===== src/rtl/wb_spram_pkg.sv =====
// wb_spram_pkg: shared types and helpers for the Wishbone single-port RAM controller
package wb_spram_pkg;

  typedef enum logic [1:0] {
    IDLE,
    RMW,
    RDACK,
    WRACK
  } state_t;

  function automatic logic [7:0] lane_merge(
    input logic [7:0] old_b,
    input logic [7:0] new_b,
    input logic       sel
  );
    return sel ? new_b : old_b;
  endfunction

endpackage


===== src/rtl/wb_spram_ctrl.sv =====
// wb_spram_ctrl: Wishbone classic slave fronting a synchronous single-port RAM, with read-modify-write for partial writes
module wb_spram_ctrl
  import wb_spram_pkg::*;
#(
  parameter int ADDR_WIDTH = 15,
  parameter int DATA_WIDTH = 16,
  parameter int SEL_WIDTH  = DATA_WIDTH / 8
) (
  input  logic                  clock,
  input  logic                  reset_n,
  input  logic                  wb_cyc_i,
  input  logic                  wb_stb_i,
  input  logic                  wb_we_i,
  input  logic [ADDR_WIDTH-1:0] wb_adr_i,
  input  logic [SEL_WIDTH-1:0]  wb_sel_i,
  input  logic [DATA_WIDTH-1:0] wb_dat_i,
  output logic [DATA_WIDTH-1:0] wb_dat_o,
  output logic                  wb_ack_o,
  output logic [ADDR_WIDTH-1:0] ram_address,
  output logic [DATA_WIDTH-1:0] ram_data,
  input  logic [DATA_WIDTH-1:0] ram_q,
  output logic                  ram_wren,
  output logic                  ram_cen
);

  state_t                  state_q, state_d;
  logic [ADDR_WIDTH-1:0]   adr_q, adr_d;
  logic [DATA_WIDTH-1:0]   merged;
  logic [DATA_WIDTH-1:0]   data_c;
  logic                    cen_c, wren_c;
  logic                    req;

  assign req = wb_cyc_i & wb_stb_i;

  for (genvar g = 0; g < SEL_WIDTH; g++) begin : g_lane
    assign merged[8*g +: 8] = lane_merge(ram_q[8*g +: 8], wb_dat_i[8*g +: 8], wb_sel_i[g]);
  end

  // next state, captured address and the RAM port request for this cycle
  always_comb begin
    state_d = state_q;
    adr_d   = adr_q;
    cen_c   = 1'b0;
    wren_c  = 1'b0;
    data_c  = '0;
    case (state_q)
      IDLE: if (req) begin
        adr_d = wb_adr_i;
        if (!wb_we_i) begin
          cen_c   = 1'b1;
          state_d = RDACK;
        end else if (&wb_sel_i) begin
          cen_c   = 1'b1;
          wren_c  = 1'b1;
          data_c  = wb_dat_i;
          state_d = WRACK;
        end else if (~|wb_sel_i) begin
          state_d = WRACK;
        end else begin
          cen_c   = 1'b1;
          state_d = RMW;
        end
      end
      RMW: begin
        cen_c   = wb_cyc_i;
        wren_c  = wb_cyc_i;
        data_c  = wb_cyc_i ? merged : '0;
        state_d = wb_cyc_i ? WRACK : IDLE;
      end
      default: state_d = IDLE;
    endcase
  end

  // state and address registers; async reset parks the FSM in IDLE
  always_ff @(posedge clock or negedge reset_n) begin
    if (!reset_n) begin
      state_q <= IDLE;
      adr_q   <= '0;
    end else begin
      state_q <= state_d;
      adr_q   <= adr_d;
    end
  end

  // every output is forced low while reset is asserted
  assign ram_cen     = reset_n & cen_c;
  assign ram_wren    = reset_n & wren_c;
  assign ram_data    = reset_n ? data_c : '0;
  assign ram_address = !reset_n ? '0 : (state_q == IDLE) ? wb_adr_i : adr_q;
  assign wb_ack_o    = reset_n & req & ((state_q == RDACK) | (state_q == WRACK));
  assign wb_dat_o    = (reset_n && state_q == RDACK) ? ram_q : '0;

endmodule

===== config.mk =====
export PLATFORM = sky130hd
export DESIGN_NAME = wb_spram_ctrl
export DESIGN_NICKNAME = d
export VERILOG_FILES = /design/src/rtl/wb_spram_pkg.sv /design/src/rtl/wb_spram_ctrl.sv
export SDC_FILE = /design/constraint.sdc
export NUM_CORES = 1
export LEC_CHECK = 0
export BUFFER_PORTS_ARGS = -buffer_cell sky130_fd_sc_hd__clkbuf_2
export CORE_ASPECT_RATIO = 1.2
export CORE_MARGIN = 1.5
export CORE_UTILIZATION = 35
export CTS_CLUSTER_DIAMETER = 150
export DETAILED_ROUTE_END_ITERATION = 7
export PLACE_DENSITY = 0.85
export SKIP_CTS_REPAIR_TIMING = 1
export SYNTH_ARGS = -nofsm -noshare
export SYNTH_HDL_FRONTEND = slang
export SYNTH_SLANG_ARGS = --single-unit
export TNS_END_PERCENT = 50

===== constraint.sdc =====
create_clock -name clock -period 1.5 [get_ports clock]
set_clock_uncertainty 0.05 [all_clocks]
set_input_delay 0.3 -clock clock [delete_from_list [all_inputs] [get_ports clock]]
set_output_delay 0.3 -clock clock [all_outputs]
set_load 0.01 [all_outputs]

### After elaboration in Yosys (flattened, before gate mapping)

Index checks and enable logic that the tools add are counted.

| storage, ports and cells | value |
|---|---|
| output and inout bits | 50 |
| bits in registers | 17 |
| word-level logic and storage cells | 43 |
| bits of input ports | 54 |

| operators by class | value |
|---|---|
| reductions and logical operators | 5 |
| equality and inequality tests | 4 |
| multiplexer cells | 26 |
| bitwise operators | 6 |

Operators with widths:

| operator | number |
|---|---|
| two-way mux 16 bit | 6 |
| one-hot mux 16 bit (2 select lines) | 1 |
| two-way mux 15 bit | 2 |
| two-way mux 8 bit | 2 |
| two-way mux 2 bit | 5 |
| two-way mux 1 bit | 7 |
| bitwise AND 1 bit | 5 |
| == test 2 bit, second input constant | 2 |
| one-hot mux 1 bit (2 select lines) | 2 |
| one-hot mux 2 bit (2 select lines) | 1 |
| AND reduction 2 bit | 2 |
| == test 2 x 1 -> 1 bit, second input constant | 1 |
| logical NOT 2 bit | 1 |
| inequality test 2 bit, second input constant | 1 |
| OR reduction 2 bit | 1 |
| logical AND 1 bit | 1 |
| bitwise OR 1 bit | 1 |

### Depth between registers and ports, before layout

Gate-level depths: netlist of run 1.

| depth | value |
|---|---|
| depth after elaboration | 7 |
| depth in mapped cells | 6 |
| gate-level depth less buffers | 5 |

### Least setup slack after synthesis of run 1

No wires, ideal clock.

| path | value |
|---|---|
| path type | flip-flop to output port |
| start point | reg state_q[0] |
| end point | out ram_address[10] |
| setup slack | -0.131 ns |
| path buffers | 2 |
| arrival time | 1.281 ns |
| required time | 1.150 ns |
| stages on the path, launching flop included | 6 |
| path through | dfrtp_1 -> buf_6 -> nor2_1 -> buf_2 -> nand2_1 -> a21boi_0 |

| between the ends | value |
|---|---|
| longest elaborated chain between the ends | 3 |

RTL lines:

| item | line | source |
|---|---|---|
| start, declared | wb_spram_ctrl.sv:26 | `state_t state_q, state_d;` |
| start signal, assigned | wb_spram_ctrl.sv:80 | `state_q <= state_d;` |
| logical NOT 2 bit | wb_spram_ctrl.sv:89 | `assign ram_address = !reset_n ? '0 : (state_q == IDLE) ? wb_adr_i : adr_q;` |
| two-way mux 15 bit (2 in a row) | wb_spram_ctrl.sv:89 |  |
| end, declared | wb_spram_ctrl.sv:19 | `output logic [ADDR_WIDTH-1:0] ram_address,` |

Every way passes these cells.

### Final worst setup path of run 1

| path | value |
|---|---|
| start point | reg state_q[1] |
| end point | out ram_data[11] |

| between the ends | value |
|---|---|
| longest elaborated chain between the ends | 3 |
| elaborated cells on any way between the ends | 4 |
| those cells by class | eq/ne (1); mux (2); reduce/logical (1) |

RTL lines:

| item | line | source |
|---|---|---|
| == test 2 x 1 -> 1 bit or logical NOT 2 bit (tied branches) | wb_spram_ctrl.sv:46 | `case (state_q)` |
| one-hot mux 16 bit (2 select lines) * | wb_spram_ctrl.sv:46 |  |
| two-way mux 16 bit * | wb_spram_ctrl.sv:88 | `assign ram_data = reset_n ? data_c : '0;` |
| end, declared | wb_spram_ctrl.sv:20 | `output logic [DATA_WIDTH-1:0] ram_data,` |

Mark *: on every way between the ends. The rest lies on a longest branch, timed or not.

==> results of run 1 <==
## state kept, by name, summed over array words and instances (netlist names)
register and cells:
state_q 2, adr_q 15
## report_power, final
group | leakage (nW) | total, mW | switching [mW] | internal, mW
Combinational | 1.03 | 0.552 | 0.287 | 0.264
Sequential | 0.213 | 0.588 | 0.0444 | 0.543
Clock | 0.0255 | 0.336 | 0.152 | 0.184
Total | 1.27 | 1.48 | 0.484 | 0.992
## layout make-up
type	count	area, sq um
fillers	353	1530
multi-input cells	152	882
repair buffers	125	712
flip-flops and latches	17	425
well taps	52	65.1
clock buffers	3	41.3
inverters	2	7.51
clock inverters	1	5.00
## logic make-up (layout without fill, tap and decap cells)
kind of cell	after synthesis	after routing	synth area share, %
simple gates	112	113	37.8
compound gates	37	37	23.1
buf+inv	13	131	5.74
fa+ha+maj	2	2	1.85
flops	17	17	31.5
## per-layer routing
| metal | track usage [%] | wire, microns | part of all wire (%) | vias up |
|---|---|---|---|---|
| met1 | 18.3 | 1650 | 38 | 793 |
| met5 | 0 | 0 | 0 | - |
| met4 | 4.44 | 17 | 0.39 | 0 |
| li1 | - | - | - | 842 |
| met3 | 5.85 | 455 | 10 | 2 |
| met2 | 37.6 | 2260 | 51 | 74 |
## cell usage after synthesis (all sizes together)
cell | count | area, sq um
nand2 | 81 | 304
dfrtp | 17 | 425
a22o | 16 | 140
and2 | 16 | 100
a21boi | 15 | 113
buf | 9 | 62.6
nor2 | 7 | 26.3
a21oi | 4 | 20.0
clkbuf | 2 | 7.51
ha | 2 | 25.0
inv | 2 | 7.51
nand4b | 2 | 32.5
o22ai | 2 | 40.0
and4bb | 1 | 12.5
nand2b | 1 | 6.26
nand3 | 1 | 5.00
nand4bb | 1 | 11.3
or2 | 1 | 6.26
or2b | 1 | 7.51
## how the worst max path moves through the flow
stage,startpoint,to,slack [ps],depth (start not counted)
2_1_floorplan,state_q[0],ram_data[0],-70,5
3_3_place_gp,wb_sel_i[1],ram_data[14],-290,6
3_5_place_dp,wb_sel_i[1],ram_data[11],-310,6
4_1_cts,state_q[1],ram_data[11],-570,5
5_1_grt,state_q[1],ram_data[13],-590,5
6_report,state_q[1],ram_data[11],-510,5
## through the flow
stage	TNS [ps]	cells	cell area (sq um)	hold slack [ps]	setup WS [ps]
2_1_floorplan	-1730	181	1350	-45.6	-72.6
3_3_place_gp	-7060	343	2000	357	-287
3_5_place_dp	-7560	343	2000	359	-313
4_1_cts	-18650	347	2040	92.0	-571
5_1_grt	-20730	352	2140	117	-590
6_report	-16580	352	2140	111	-508
==> results.md, run 1 <==
- Status: finished with violations
- Failing checks: negative setup slack
- Fin crit share: 134%
- Port Buffers: 103
- Leak Pwr: 1.27 nW
- Largest net degree at the start of global routing: 30
- Initial DRC Count: 60
- CP Launch Type: register
- Site Rows: 24
- Final ANT Viol Nets: 0
- Total gr overflow: 0
- R2r startpoint: state_q[0]
- Crit Path Max Fanout: 8
- Util after Layout: 58.4%
- Max transition margin: about four fifths
- Vias in the first global route: 1537
- Starting Density: 36.9%
- Area growth from synthesis to layout: 58.1%
- Design Power: 1.48 mW
- # IOs: ~100
- Worst Path Arrival: 1660 ps
- CTS tree: done
- Top delay family on crit path: compound AO/OA/AOI/OAI gates
- Post-synthesis area per instance: 7.47 sq um
- Placer congestion estimate: 0.739
- Htree depth: 1
- Max Clock Freq: 498 MHz
- NumNets Final: between 300 and 400
- Die Wd: 59.8 microns
- Skew-Pair Late Insertion Delay: 240 ps
- Cell area after synthesis: 1350 sq um
- Crit end category: output port
- VDD IR-drop max: 0.563 mV
- PwrDens: 690 nW/um^2
- Synth unique cells: 23
- Commonest cells after routing, fill and taps aside: 80 x nand2_1, 54 x clkbuf_2, 47 x buf_2, 17 x dfrtp_1, 17 x buf_4
- Routed Wire Length: 4.38 mm
- WS Path Type: register to output port
- WP buf/inv: 2
- Syn nets: ~240
- Antenna violations before repair: 0
- Final min period: ~2000 ps
- Die ar.: 4250 sq um
- CP max stage cell: dfrtp_1
- DPL Wire Length: 3.38 mm
- Ant diodes: 0
- Reg2reg path depth: 5
- RSZ-0062 raised after global routing: true
- DRT Pass-1 Iters: 4
- Commonest non-fill, non-tap cell in the layout: nand2_1
- Worst R2R End: adr_q[2]
- Total CTS buffers: 3
- Synthesized flop and latch total: 17
- Root Buffer Master: clkbuf_8
- Slew Limit Fails: 0
- Die H: between 70 and 80 microns
- Register area share after synthesis: a little under a third
- Via density: 4.86
- Max-Cap Viols: 0
- Core Footprint: 3660 sq um
- Gate Count Post-Synth: ~180
- Layout cells sized above 1: about 47%
- Clock slew at reported path FFs: 70 ps
- Worst hold path class: input pin to async pin
- Setup slack, reg-to-reg: 150 ps
- Total GRT Usage: 19.1%
- Maximum root-to-sink buffer count: 2
- CP Data Required Time: 1150 ps
- Critical Path, Cell by Cell: buf_6 > nand4b_1 > o22ai_4 > a22o_1 > buf_2
- Final Hold Viols: 0
- Drt drc: 0
- Global-route wire length before repair: around 6.4 mm
- Clock sink count: 17
- Crit path largest cell delay: 380 ps
- Worst Max-Slew Pin Slew: 290 ps
- Setup ws final: -508 ps
- Vias: approximately 1700
- Drt wl/cell: 12.5 microns
- Synth Warn #: 0
- Final Setup Violations: 50
Note: power is estimated with default switching activity, not from simulation.
==> run 2, diff against run 1 <==
CORE_MARGIN = default   (was 1.5)
SKIP_LAST_GASP = 1   (was default)
==> results.md, run 2 (synthesis gave the netlist of run 1 again) <==
- PwrDens: around 700 nW/um^2
- Drt drc: 0
- Worst hold path class: input pin to async pin
- Dpl ws: -347 ps
- Max-Cap Viols: 0
- Setup ws final: -523 ps
- Multi-input gate area: 858 sq um
- Total CTS buffers: 3
- Reg2reg path depth: 6
- Skew-Pair Late Insertion Delay: 250 ps
- Area growth from synthesis to layout: 54.5%
- Port Buffers: 103
- Starting Density: 36.9%
- TNS Setup: -19370 ps
- Commonest cells after routing, fill and taps aside: 87 x clkbuf_2, 81 x nand2_1, 19 x buf_4, 17 x dfrtp_1
- Total GRT Usage: 20.4%
- DPL Wire Length: 3.40 mm
- Failing checks: negative setup slack
- Crit Path Max Fanout: 8
- Slew Limit Fails: 0
- Clock sink count: 17
- CP Launch Type: register
- Site Rows: 24
- Largest register FFs: 15
- Worst Max-Slew Pin Slew: 299 ps
- Final Setup Violations: 50
- # IOs: between 100 and 150
- Die Wd: just under 60 microns
- Hold slack: 50.5 ps
- Total gr overflow: 0
- Register with the most flip-flops: adr_q
- WS Path Type: register to output port
- Max transition margin: about 80%
- Cells after DPL: 344
- Maximum root-to-sink buffer count: 2
- DRT Pass-1 Iters: 4
- Htree depth: 1
- Post-Layout Cell Count: 350
- Largest net degree at the start of global routing: 26
- VDD IR-drop max: ~0.52 mV
- Layout cells sized above 1: 45.3%
- Commonest non-fill, non-tap cell in the layout: clkbuf_2
- Status: finished with violations
- Global-route wire length before repair: 6.47 mm
- Final ANT Viol Nets: 0
- Root Buffer Master: clkbuf_8
- Crit end category: output port
- Worst Path Arrival: 1670 ps
- FF+latch area: between 400 and 500 sq um
- Via density: 4.72
- Final Hold Viols: 0
- Routed Wire Length: 4.18 mm
- Drt wl/cell: approximately 12 microns
- CTS tree: done
- Leak Pwr: 1.22 nW
- Core Footprint: 3660 sq um
- Vias in the first global route: 1484
- Design Power: roughly 1.4 mW
- Final min period: 2020 ps
- Ant diodes: 0
- Fin crit share: 135%
- Vias: 1653
- Fillers: 372
- Die ar.: 4120 sq um
- Die H: between 70 and 80 microns
- CP Data Required Time: 1150 ps
- Biggest regs: adr_q (15), state_q (2)
- Antenna violations before repair: 0
- Initial DRC Count: 37
- Clock slew at reported path FFs: about 70 ps
- RSZ-0062 raised after global routing: true
- NumNets Final: roughly 360
- Max Clock Freq: 494 MHz
- Placer congestion estimate: 0.870
==> run 2: cell type report <==
| type | count | area share [%] |
|---|---|---|
| tap | 52 | 3.11 |
| clock buffer | 3 | 1.98 |
| timing repair buffer | 124 | 32.9 |
| inverter | 2 | 0.359 |
| clock inverter | 1 | 0.240 |
| multi-input combinational | 151 | 41.1 |
| sequential | 17 | 20.4 |
==> run 2: worst max-delay path: stages (launching register included) <==
cell and delay (ps):
dfrtp_1 380, buf_6 130, nand4b_1 290, o22ai_4 320, a22o_1 200, buf_6 110
==> run 2: per-layer routing <==
metal	up-vias	global-route usage, %	wire length [microns]
met4	0	4.76	18
li1	833	-	-
met3	2	7.59	480
met1	739	20.7	1590
met5	-	0	0
met2	79	38.0	2090
==> run 2: final timing paths <==
path | startpoint | end | slack (ps)
setup / recovery | state_q[1] | ram_data[7] | -520
hold / removal | reset_n | adr_q[11] | 50
setup reg to reg | state_q[0] | adr_q[12] | 100
hold reg to reg | adr_q[11] | adr_q[11] | 430
max in group asynchronous | reset_n | adr_q[2] | 1150
min in group clock | wb_adr_i[5] | adr_q[5] | 200
==> run 2: metrics by stage <==
| step | cell area [sq um] | util [%] |
|---|---|---|
| 2_1_floorplan | 1350 | - |
| 3_3_place_gp | 2010 | 54.7 |
| 3_5_place_dp | 2010 | 54.7 |
| 4_1_cts | 2050 | 56.0 |
| 5_1_grt | 2090 | 57.0 |
| 6_report | 2090 | 57.0 |
==> run 2: report_power, final <==
| group | switching (mW) | internal, mW | total [mW] |
|---|---|---|---|
| sequential | 0.0419 | 0.543 | 0.585 |
| combinational | 0.272 | 0.236 | 0.508 |
| clock | 0.157 | 0.184 | 0.341 |
==> run 3, diff against run 2 <==
ABC_CLOCK_PERIOD_IN_PS = 1500   (was default)
SKIP_LAST_GASP = default   (was 1)
SLEW_MARGIN = 20   (was default)
==> results.md, run 3 (synthesis gave the netlist of run 1 again) <==
- Crit path capture: ram_data[7]
- Worst R2R End: adr_q[7]
- Largest register FFs: 15
- RSZ-0062 raised after global routing: true
- Skew-Pair Late Insertion Delay: ~250 ps
- CP most frequent cell: buf_6
- Critical Path, Cell by Cell: buf_6 > nand4b_1 > o22ai_4 > a22o_1 > buf_6
- TNS Setup: -18260 ps
- Total CTS buffers: 3
- Crit path from: state_q[1]
- Final min period: 2010 ps
- Total gr overflow: 0
- Root Buffer Master: clkbuf_8
- Final Setup Violations: 50
- Maximum root-to-sink buffer count: 2
- NumNets Final: 355
- Placed cell area: roughly 2000 sq um
- # IOs: ~100
- Total GRT Usage: between 20% and 30%
- DRT Pass-1 Iters: 4
- Max Clock Freq: 497 MHz
- Placer congestion estimate: just under 0.9
- CP max stage cell: dfrtp_1
- Starting Density: around 37%
- Commonest non-fill, non-tap cell in the layout: clkbuf_2
- Clock slew at reported path FFs: around 70 ps
- Htree depth: 1
- Register with the most flip-flops: adr_q
- Core Footprint: roughly 3700 sq um
- Dpl ws: -347 ps
- Die ar.: 4120 sq um
- Port Buffers: 103
- Final Hold Viols: 0
- VDD IR-drop max: 0.519 mV
- Layout cells sized above 1: 47.0%
- Vias: ~1700
- Max-Cap Viols: 0
- DPL Wire Length: approximately 3.4 mm
- WS Path Type: register to output port
- Via density: 4.73
- Routed Wire Length: 4.20 mm
- Antenna violations before repair: 0
- Die H: 70.1 microns
- Slew Limit Fails: 0
- Drt drc: 0
- Crit path largest cell delay: 390 ps
- Ant diodes: 0
- Hold slack: 58.2 ps
- Vias in the first global route: 1484
- Largest net degree at the start of global routing: 26
- CP Data Required Time: roughly 1200 ps
- Commonest cells after routing, fill and taps aside: 83 x clkbuf_2, 80 x nand2_1, 19 x buf_2, 18 x buf_4, 17 x dfrtp_1
- CP Launch Type: register
- Setup ws final: -512 ps
- Failing checks: negative setup slack
- Worst Path Arrival: 1660 ps
- Site Rows: 24
- PwrDens: 684 nW/um^2
- Drt wl/cell: between 10 and 15 microns
- Crit Path Max Fanout: 8
- Worst Max-Slew Pin Slew: 299 ps
- Initial DRC Count: 54
- Clock sink count: 17
- Worst hold path class: input pin to async pin
- Final Cell Area: 2110 sq um
- Crit end category: output port
- R2r startpoint: state_q[0]
- Area growth from synthesis to layout: 56.2%
- Max transition margin: between 80% and 90%
- Util after Layout: 57.7%
- Status: finished with violations
- Global-route wire length before repair: 6.47 mm
- Fin crit share: 134%
- Die Wd: slightly below 60 microns
- Leak Pwr: 1.24 nW
- Biggest regs: adr_q (15), state_q (2)
- Reg2reg path depth: 6
- CTS tree: done
- Setup slack, reg-to-reg: 90 ps
- Final ANT Viol Nets: 0
## run 3: cell types whose count changed in the layout (fill, tap and decap cells not counted), sizes merged
cell	delta
clkbuf	-4
buf	+4
## run 3: through the flow
stage	total power, mW	cells
after global placement	1.08	344
final	1.44	350
after CTS	1.44	348
after global routing	1.56	350
after detailed placement	1.10	344
after floorplan	0.864	181
## run 3: critical path: cells and delay by family (launching register included)
| family | cells | cell delay (ps) |
|---|---|---|
| flip-flops | 1 | 390 |
| AND/OR/NAND/NOR | 1 | 280 |
| AO/OA/AOI/OAI | 2 | 500 |
| buffers and inverters | 2 | 240 |
## run 3: power by group
part           total (mW)  internal [mW]  switching (mW)
clock network       0.343          0.184           0.159
logic               0.516          0.240           0.277
registers           0.585          0.543          0.0420
## run 3: how the worst min path moves through the flow
| stage | endpoint | from |
|---|---|---|
| floorplan | adr_q[0] | reset_n |
| detailed placement | adr_q[9] | reset_n |
| CTS | adr_q[9] | reset_n |
| finish | adr_q[9] | reset_n |
| global placement | adr_q[13] | reset_n |
| global route | adr_q[13] | reset_n |
## run 3: final cells by class
| cell class | count | area (sq um) |
|---|---|---|
| clock buffer | 3 | 41.3 |
| timing repair buffer | 124 | 691 |
| fill | 369 | 1550 |
| sequential | 17 | 425 |
| tap | 52 | 65.1 |
| inverter | 2 | 7.51 |
| multi-input combinational | 151 | 877 |
| clock inverter | 1 | 5.00 |
## run 3: metal layers
metal / GRT usage, % / part of all wire (%) / vias to the layer above
li1: - / - / 832
met1: 20.7 / 38 / 738
met2: 38.0 / 49 / 83
met3: 7.59 / 12 / 2
met4: 4.76 / 0.43 / 0
met5: 0 / 0 / -
